File: src/rtl/fmap_bram_writer.sv
// Feature-map write-back engine: requantizes signed results to 8 bits and writes them row-major to BRAM port A.
// Optional macro FMAP_WRITER_RELU_EN selects ReLU clamping (0..255); the default build clamps signed to -128..127.
module fmap_bram_writer #(
    parameter int IN_W   = 16,
    parameter int ADDR_W = 11,
    parameter int DIM_W  = 8
) (
    input  logic                   i_clk,
    input  logic                   i_rst,
    input  logic                   i_start,
    input  logic [DIM_W-1:0]       i_hs_num,
    input  logic [DIM_W-1:0]       i_vs_num,
    input  logic [DIM_W-1:0]       i_pitch,
    input  logic [ADDR_W-1:0]      i_base_addr,
    input  logic [3:0]             i_shift,
    input  logic                   i_data_en,
    input  logic signed [IN_W-1:0] i_data_in,
    output logic                   o_ready,
    output logic                   o_ena,
    output logic                   o_wea,
    output logic [ADDR_W-1:0]      o_addra,
    output logic [7:0]             o_dina,
    output logic                   o_busy,
    output logic                   o_frame_done
);

    // state   | meaning
    // S_IDLE  | waiting for i_start, configuration not yet latched
    // S_WRITE | accepting one beat per cycle, writing row-major
    // S_DONE  | last strobe (if any) visible, frame_done pulse
    typedef enum logic [1:0] {S_IDLE, S_WRITE, S_DONE} state_t;

    state_t             state_q, state_d;
    logic [DIM_W-1:0]   hs_q, hs_d, vs_q, vs_d, pitch_q, pitch_d;
    logic [DIM_W-1:0]   col_q, col_d, row_q, row_d;
    logic [3:0]         shift_q, shift_d;
    logic [ADDR_W-1:0]  row_base_q, row_base_d;
    logic               ena_q, ena_d;
    logic [ADDR_W-1:0]  addr_q, addr_d;
    logic [7:0]         dina_q, dina_d;
    logic signed [IN_W-1:0] shifted;
    logic [7:0]         quant;

    localparam logic signed [IN_W-1:0] S_MAX = IN_W'(127);
    localparam logic signed [IN_W-1:0] S_MIN = -IN_W'(128);
    localparam logic signed [IN_W-1:0] U_MAX = IN_W'(255);

    always_comb begin
        shifted = i_data_in >>> shift_q;
`ifdef FMAP_WRITER_RELU_EN
        if (shifted[IN_W-1])       quant = 8'h00;
        else if (shifted > U_MAX)  quant = 8'hFF;
        else                       quant = shifted[7:0];
`else
        if (shifted > S_MAX)       quant = 8'h7F;
        else if (shifted < S_MIN)  quant = 8'h80;
        else                       quant = shifted[7:0];
`endif
    end

    always_comb begin
        state_d    = state_q;
        hs_d       = hs_q;
        vs_d       = vs_q;
        pitch_d    = pitch_q;
        shift_d    = shift_q;
        col_d      = col_q;
        row_d      = row_q;
        row_base_d = row_base_q;
        ena_d      = 1'b0;
        addr_d     = addr_q;
        dina_d     = dina_q;
        case (state_q)
            S_IDLE: begin
                if (i_start) begin
                    hs_d       = i_hs_num;
                    vs_d       = i_vs_num;
                    pitch_d    = i_pitch;
                    shift_d    = i_shift;
                    col_d      = '0;
                    row_d      = '0;
                    row_base_d = i_base_addr;
                    state_d    = (i_hs_num == '0 || i_vs_num == '0) ? S_DONE : S_WRITE;
                end
            end
            S_WRITE: begin
                if (i_data_en) begin
                    ena_d  = 1'b1;
                    addr_d = row_base_q + ADDR_W'(col_q);
                    dina_d = quant;
                    if (col_q == hs_q - DIM_W'(1)) begin
                        col_d      = '0;
                        row_d      = row_q + DIM_W'(1);
                        row_base_d = row_base_q + ADDR_W'(pitch_q);
                        if (row_q == vs_q - DIM_W'(1)) state_d = S_DONE;
                    end else begin
                        col_d = col_q + DIM_W'(1);
                    end
                end
            end
            S_DONE:  state_d = S_IDLE;
            default: state_d = S_IDLE;
        endcase
    end

    always_ff @(posedge i_clk or posedge i_rst) begin
        if (i_rst) begin
            state_q    <= S_IDLE;
            hs_q       <= '0;
            vs_q       <= '0;
            pitch_q    <= '0;
            shift_q    <= '0;
            col_q      <= '0;
            row_q      <= '0;
            row_base_q <= '0;
            ena_q      <= 1'b0;
            addr_q     <= '0;
            dina_q     <= '0;
        end else begin
            state_q    <= state_d;
            hs_q       <= hs_d;
            vs_q       <= vs_d;
            pitch_q    <= pitch_d;
            shift_q    <= shift_d;
            col_q      <= col_d;
            row_q      <= row_d;
            row_base_q <= row_base_d;
            ena_q      <= ena_d;
            addr_q     <= addr_d;
            dina_q     <= dina_d;
        end
    end

    assign o_ready      = (state_q == S_WRITE);
    assign o_busy       = (state_q != S_IDLE);
    assign o_frame_done = (state_q == S_DONE);
    assign o_ena        = ena_q;
    assign o_wea        = ena_q;
    assign o_addra      = addr_q;
    assign o_dina       = dina_q;

endmodule

File: config.mk
export PLATFORM = sky130hd
export DESIGN_NAME = fmap_bram_writer
export DESIGN_NICKNAME = d
export VERILOG_FILES = /design/src/rtl/fmap_bram_writer.sv
export SDC_FILE = /design/constraint.sdc
export NUM_CORES = 1
export LEC_CHECK = 0
export BUFFER_PORTS_ARGS = -buffer_cell sky130_fd_sc_hd__buf_2
export CORE_ASPECT_RATIO = 0.8
export CORE_MARGIN = 4
export CORE_UTILIZATION = 55
export DETAILED_ROUTE_END_ITERATION = 10
export GPL_TIMING_DRIVEN = 0
export PLACE_DENSITY = 0.78
export SLEW_MARGIN = 0
export SYNTH_ARGS = -nofsm -noshare
export SYNTH_HDL_FRONTEND = slang
export SYNTH_SLANG_ARGS = --single-unit
File: constraint.sdc
create_clock -name i_clk -period 3.8 [get_ports i_clk]
set_clock_uncertainty 0.1 [all_clocks]
set_input_delay 0.19 -clock i_clk [delete_from_list [all_inputs] [get_ports i_clk]]
set_output_delay 0.19 -clock i_clk [all_outputs]
set_load 0.01 [all_outputs]
Word level (Yosys, flattened, before mapping)
Index checks and enable logic that the tools add are counted.
{"block": "classes", "n_eq_ne": 8, "n_mux": 21, "addsub": 6, "magnitude_cmp": 2, "shifts": 1, "n_reduce_logical": 11}
{"cell": "2-to-1 mux 8 bit", "n": 7}
{"cell": "2-to-1 mux 11 bit", "n": 3}
{"cell": "one-hot mux 8 bit (2 select lines)", "n": 2}
{"cell": "adder 11 x 8 -> 11 bit", "n": 2}
{"cell": "one-hot mux 11 bit (2 select lines)", "n": 1}
{"cell": "adder 8 x 1 -> 8 bit (second input constant)", "n": 2}
{"cell": "== test 8 bit", "n": 2}
{"cell": "> comparator 16 x 8 -> 1 bit (second input constant)", "n": 1}
{"cell": "zero test 8 bit", "n": 2}
{"cell": "less-than comparator 16 x 8 -> 1 bit (second input constant)", "n": 1}
{"cell": ">>> shifter 16 x 4 -> 16 bit", "n": 1}
{"cell": "subtractor 8 x 1 -> 8 bit (second input constant)", "n": 2}
{"cell": "2-to-1 mux 2 bit", "n": 5}
{"cell": "AND reduction 4 bit", "n": 2}
{"cell": "inequality test 2 x 1 -> 1 bit (second input constant)", "n": 2}
{"cell": "inequality test 2 bit (second input constant)", "n": 2}
{"cell": "one-hot mux 2 bit (2 select lines)", "n": 1}
{"cell": "AND reduction 2 bit", "n": 2}
{"cell": "nonzero test 2 bit", "n": 2}
{"cell": "AND reduction 3 bit", "n": 1}
{"cell": "== test 2 x 1 -> 1 bit (second input constant)", "n": 1}
{"cell": "== test 2 bit (second input constant)", "n": 1}
{"cell": "zero test 2 bit", "n": 1}
{"cell": "2-to-1 mux 1 bit", "n": 2}
{"cell": "logical OR 1 bit", "n": 1}
{"block": "word_totals", "wordCells": 60, "regBits": 77, "in_bits": 59}

Longest topological paths before layout
Gate-level depths: netlist of run 1.
{"block": "depth", "ltp_word": 6, "depth_mapped": 10}

Worst setup path after synthesis of run 1
Ideal clock, no wire load.
{"block": "synth_timing", "path_kind": "register to register", "start": "register hs_q[0]", "end": "register row_q[7]", "arrival_ns": 2.482, "synth_period_minus_slack_ns": 2.660, "stages_incl_launch_ff": 10, "required_ns": 3.622, "n_path_buf": 0, "setup_slack_ns": 1.140, "path_cell_list": "dfrtp_1 -> inv_1 -> ha_1 -> o21ba_1 -> a221oi_2 -> a41oi_1 -> o41ai_4 -> nand4_1 -> or3_1 -> a21oi_1"}
{"block": "synth_via", "elab_chain_cells": 4}
{"element": "from (decl)", "line_no": "34", "text": "logic [DIM_W-1:0] hs_q, hs_d, vs_q, vs_d, pitch_q, pitch_d;"}
{"element": "from (signal assigned)", "line_no": "121", "text": "hs_q <= hs_d;"}
{"element": "subtractor 8 x 1 -> 8 bit", "line_no": "91", "text": "if (col_q == hs_q - DIM_W'(1)) begin"}
{"element": "== test 8 bit", "line_no": "91"}
{"element": "inequality test 2 x 1 -> 1 bit (no source line)"}
{"element": "AND reduction 4 bit (no source line)"}
{"element": "to (signal assigned)", "line_no": "126", "text": "row_q <= row_d;"}
{"element": "to (decl)", "line_no": "35", "text": "logic [DIM_W-1:0] col_q, col_d, row_q, row_d;"}
No other way between the ends.
A chain may end at the register's enable or synchronous reset.

Worst setup path after layout of run 1
{"block": "layout_timing", "start": "register hs_q[0]", "end": "register row_q[4]"}
The elaborated chain is that of the path after synthesis.

==> out/metrics.cfg, run 1 <==
[run_status]
status = completed

[critical_path]
crit_path_end_kind = register
worstReg2RegStart = hs_q[0]$_DFFE_PP0P_
path_class = register to register
arrival_ns = 3.24
crit_fanout = 10
crit_start = hs_q[0]$_DFFE_PP0P_
critical_path.cell_chain = inv_1 > ha_1 > o21ba_1 > a221oi_2 > a41oi_1 > o41ai_4 > nand2_2 > or4_1 > nand2_1
crit_path_top_delay_cell = o41ai_4
critPathMaxStageDelay_ns = 0.70
worst_ep_required_time_ns = 3.98
startpoint_type = register

[clocking]
cts_hold_buf = 27
cts_resized = 0
clockBufferDepth = 2
h-tree-depth = 3
clk-insertion-delay-late_ns = 0.34
path_clk_slew_ns = 0.06
cts_sinks = 77
post_cts_buffers = 0
numCtsBuffers = 9
cts_tree = built
root_buffer = clkbuf_16

[hold_path]
min_from = i_hs_num[0]
worstHoldPathType = input port to register

[route]
vias = 4931
wl_per_cell_um = 16.6
wl_um = 13900
vias_per_cell = 5.88
detail-route-antenna-nets = 0
post-route-drc-count = 0
dr.pass1.iters = 5
first_iter_violations = 388

[floorplanning]
die_w_um = 116
die_h_um = 94.3
io_pins = 83
dieArea_um2 = 10900
num_rows = 31
core_area_um2 = 9080
start_util_pct = 56.4

[cells_and_area]
final_nets = 800
layout_commonest_cell = nand2_1
layout_common_cells = nand2_1 (136), buf_2 (85), dfrtp_1 (77)
postLayoutCellArea_um2 = 6290
layout-drive-gt1-share_pct = 17.8
antenna_cells = 0
final_cells = 838
area_delta_synth_final_pct = 22.7

[sta]
finalHoldViolations = 0
worst_slew_pin_slew_ns = 0.838
drv_slew = 0
tns_ns = 0
rsz0062_at_grt = no
setup_violations = 0
slew_headroom_pct = 43.2
fmax_ghz = 0.327
post-route-min-period_ns = 3.06
post-route-period-util_pct = 80.4

[synthesis]
synthesis.nets = 680
synth_edf_count = 0
synth_area_per_cell_um2 = 8.55
ys.flop_type = dfrtp_1
syn_inst = 599
synth.top_cells.by_area = dfrtp_1 (38%), nand2_1 (10%), mux4_2 (5.3%), ha_1 (4.9%), o21ai_0 (4.3%)
yosysTopAreaCellShare_pct = 37.6
synth_seq_cells = 77
yosysTopAreaCell = dfrtp_1
ys_seq_area_share_pct = 37.6
synth_warnings = 0
yosysUniqueCellTypes = 60
async_reset_ff_share_pct = 100
synth_area_um2 = 5120

[place]
io_buffers = 81
finalWeightedCongestion = 0.895
dp.cells = 796
placed_area_um2 = 5700
dp_hpwl_um = 10200

[global_route]
grt_max_degree = 60
track_usage_pct = 26.2
antenna_found_initial = 0
grt_pass1_wl_um = 22600
grt_overflow = 0
grt_pass1_vias = 4738

[power]
vdd_drop_max_v = 0.000455
p_per_area_nw_per_um2 = 771
p_leak_nw = 2.96

[run]
maxCapViolations = 0

[cells in the mapped netlist, drive strengths merged (5+ instances only)]
library cell and number:
nand2 137, dfrtp 77, nor2 45, o21ai 44
a21oi 42, clkbuf 21, xor2 21, ha 20
inv 20, xnor2 16, nor3 13, mux4 12
mux2i 11, nand3 11, buf 10, a211oi 7
nor4 7, mux2 6, nand4 5, nor2b 5
o211ai 5, o22ai 5, or3 5
[logic make-up after synthesis]
logic type / after synthesis / synth area share, %
adder cells (fa/ha/maj): 22 / 5.67
AND/OR/NAND/NOR: 246 / 20.9
flip-flops: 77 / 37.6
XOR/XNOR: 37 / 6.33
multiplexers: 29 / 8.74
AO/OA/AOI/OAI: 136 / 16.5
buffers and inverters: 52 / 4.20
[power by group]
part           switching (W)  internal (W)
registers           0.000314       0.00113
clock network       0.000341      0.000571
logic                0.00142       0.00107
total                0.00208       0.00277
[routing by layer]
layer,part of all wire (%),global-route usage (%)
met2,48,42.2
met4,2.1,8.50
met1,43,35.2
met3,6.5,5.86
met5,0,0
[per-stage QoR]
stage | worst slack (ns) | utilization (%) | hold WS (ns) | power (W)
2_1_floorplan | 1.14 | - | 0.195 | 0.00323
3_3_place_gp | 0.627 | 62.5 | 0.279 | 0.00375
3_5_place_dp | 0.778 | 62.8 | 0.0562 | 0.00387
4_1_cts | 0.760 | 69.3 | 0.0188 | 0.00483
5_1_grt | 0.542 | 69.3 | 0.0243 | 0.00522
6_report | 0.745 | 69.3 | 0.0111 | 0.00485
[final timing paths]
kind                                                to  slack, ns  depth (start not counted)
worst max-delay path              row_q[4]$_DFFE_PP0P_       0.74                          9
worst min-delay path               hs_q[0]$_DFFE_PP0P_       0.01                          3
worst min register to register  o_addra[7]$_DFFE_PP0P_       0.37                          2
max in group asynchronous          vs_q[7]$_DFFE_PP0P_       2.79                          4
min in group asynchronous       o_addra[2]$_DFFE_PP0P_       0.24                          3
worst max register to register    row_q[4]$_DFFE_PP0P_       0.74                          9
[registers in the layout, indices dropped and copies added (netlist names)]
name        flops
o_addra        11
row_q           8
o_dina          8
vs_q            8
shift_q         4
state_q         2
o_ena           1
col_q           8
pitch_q         8
hs_q            8
row_base_q     11
[critical path, delay by kind of cell, from the launching register on]
| family | cells | cell delay [ns] |
|---|---|---|
| DFF | 1 | 0.41 |
| adders and majority gates | 1 | 0.27 |
| AOI/OAI and AO/OA | 4 | 1.27 |
| buffers and inverters | 1 | 0.09 |
| and+or+nand+nor | 3 | 0.86 |
[final cells by class]
| type | instances | area, um^2 |
|---|---|---|
| clock inverters | 6 | 88.8 |
| clock buffers | 9 | 225 |
| flip-flops and latches | 77 | 1930 |
| plain buffers | 31 | 136 |
| multi-input cells | 470 | 2980 |
| inverters | 21 | 81.3 |
| repair buffers | 109 | 703 |
| well taps | 115 | 144 |
| fillers | 727 | 2790 |
(Power assumes the default switching activity.)
==> inputs of run 2 (changes only) <==
--- a/config.mk
+++ b/config.mk
@@ -8,10 +8,10 @@
 export BUFFER_PORTS_ARGS = -buffer_cell sky130_fd_sc_hd__buf_2
 export CORE_ASPECT_RATIO = 0.8
 export CORE_MARGIN = 4
-export CORE_UTILIZATION = 55
+export CORE_UTILIZATION = 52
 export DETAILED_ROUTE_END_ITERATION = 10
 export GPL_TIMING_DRIVEN = 0
-export PLACE_DENSITY = 0.78
+export PLACE_DENSITY = 0.77
 export SLEW_MARGIN = 0
 export SYNTH_ARGS = -nofsm -noshare
 export SYNTH_HDL_FRONTEND = slang
==> constraint.sdc (replaced) <==
create_clock -name i_clk -period 2.57 [get_ports i_clk]
set_clock_uncertainty 0.1 [all_clocks]
set_input_delay 0.1285 -clock i_clk [delete_from_list [all_inputs] [get_ports i_clk]]
set_output_delay 0.1285 -clock i_clk [all_outputs]
set_load 0.01 [all_outputs]
==> out/metrics.cfg, run 2 (synthesized netlist as in run 1, its figures left out) <==
[critical_path]
critPathMaxStageDelay_ns = 0.42
path_class = register to register
crit_path_top_delay_cell = o41ai_4
arrival_ns = 2.65
critPathMostFrequentCell = buf_4
startpoint_type = register
crit_buf_inv = 3
crit_path_end_kind = register
critPathTopFamily = compound AO/OA/AOI/OAI gates
critical_path.cell_chain = inv_2 > ha_4 > o21ba_1 > a221oi_2 > a41oi_2 > o41ai_4 > buf_4 > nand2_2 > buf_4 > a21oi_1 > a2bb2oi_1
worst_ep_required_time_ns = 2.73
crit_fanout = 6

[clocking]
root_buffer = clkbuf_16
cts_sinks = 77
path_clk_slew_ns = 0.06
cts_tree = built
clk-insertion-delay-late_ns = 0.34
numCtsBuffers = 9
clockBufferDepth = 2
h-tree-depth = 3

[global_route]
track_usage_pct = 24.9
grt_max_degree = 56
grt_pass1_vias = 4997
grt_overflow = 0
grt_pass1_wl_um = 23500
antenna_found_initial = 0

[power]
p_per_area_nw_per_um2 = 1130
p_comb_share_pct = 54.2
clkPwrFrac_pct = 17.0
p_leak_nw = 3.08
p_seq_share_pct = 28.8
vdd_drop_max_v = 0.000564
power.internal_w = 0.00427
p_sw_share_pct = 43.1
switchingPower_w = 0.00324

[floorplanning]
die_h_um = 96.8
core_area_um2 = 9610
num_rows = 32
die_w_um = 119
io_pins = 83
start_util_pct = 53.3
dieArea_um2 = 11500

[place]
io_buffers = 81
finalWeightedCongestion = 0.883
dp_hpwl_um = 9970

[sta]
finalHoldViolations = 2
setup_violations = 0
holdWs_ns = -0.00740
post-route-period-util_pct = 96.8
tns_ns = 0
post-route-min-period_ns = 2.49
slew_headroom_pct = 62.7
drv_slew = 0
worst_slew_pin_slew_ns = 0.560
fmax_ghz = 0.402

[cells_and_area]
layout_commonest_cell = nand2_1
final_nets = 823
layout-drive-gt1-share_pct = 23.7
fillers = 744
antenna_cells = 0
area_delta_synth_final_pct = 29.5
layout_common_cells = nand2_1 (135), buf_2 (83), dfrtp_1 (72)

[route]
vias_per_cell = 5.75
post-route-drc-count = 0
vias = 4983
wl_um = 14100
first_iter_violations = 285
wl_per_cell_um = 16.2
dr.pass1.iters = 5
detail-route-antenna-nets = 0

[hold_path]
worstHoldPathType = input port to register

[run_status]
violations = negative hold slack
status = finished with violations

[run]
maxCapViolations = 0

## run 2: power by group through the flow
stage | Combinational [W] | Clock (W) | Sequential [W]
after floorplan | 0.00269 | 0 | 0.00209
after global placement | 0.00342 | 0 | 0.00212
after detailed placement | 0.00355 | 0 | 0.00215
after CTS | 0.00376 | 0.00130 | 0.00213
after global routing | 0.00451 | 0.00136 | 0.00223
final | 0.00407 | 0.00128 | 0.00216
## run 2: layer usage
metal / part of all wire (%) / routed length [um] / GRT usage (%)
met2: 49 / 6930 / 40.6
met5: 0 / 0 / 0
met3: 7.1 / 998 / 5.20
met4: 2.1 / 290 / 8.82
met1: 42 / 5840 / 32.9
## run 2: timing repair
action	CTS	global route
resized for setup	16	34
setup buffers	3	12
hold endpoints to repair	57	0
pin swaps	4	16
hold buffers	36	0
setup endpoints to repair	34	32
## run 2: path summary, 6_finish.rpt
path	startpoint	end	slack, ns	depth (start not counted)
worst max-delay path	hs_q[0]$_DFFE_PP0P_	row_base_q[10]$_DFFE_PP0P_	0.08	11
worst min-delay path	i_base_addr[4]	row_base_q[4]$_DFFE_PP0P_	-0.007	3
worst max register to register	hs_q[0]$_DFFE_PP0P_	row_base_q[10]$_DFFE_PP0P_	0.08	11
worst min register to register	o_addra[1]$_DFFE_PP0P_	o_addra[1]$_DFFE_PP0P_	0.37	2
max in group asynchronous	i_rst	shift_q[0]$_DFFE_PP0P_	1.56	4
min in group asynchronous	i_rst	pitch_q[6]$_DFFE_PP0P_	0.21	3
## run 2: worst min-delay path: cells and delay by family
kind	cells	cell delay [ns]
buffers and inverters	1	0.08
AOI/OAI and AO/OA	2	0.18
## run 2: area by class of cell
cell class                 instances  area [um^2]  area share, %
clock buffer                      11          243           3.66
multi-input combinational        470         3110           46.9
inverter                          21         83.8           1.26
timing repair buffer             133          906           13.7
buffer                            30          145           2.19
sequential                        77         1930           29.2
clock inverter                     5         60.1          0.906
tap                              119          149           2.25
## run 2: stage by stage
stage | util [%] | worst slack, ns | cells | area [um^2] | power [W]
after detailed placement | 59.4 | -0.362 | 800 | 5710 | 0.00570
after CTS | 67.2 | 0.0175 | 854 | 6450 | 0.00719
after floorplan | - | 0.0207 | 599 | 5130 | 0.00478
after global placement | 59.1 | -0.515 | 799 | 5680 | 0.00553
final | 69.0 | 0.0826 | 866 | 6630 | 0.00751
after global routing | 69.0 | -0.0501 | 866 | 6630 | 0.00810
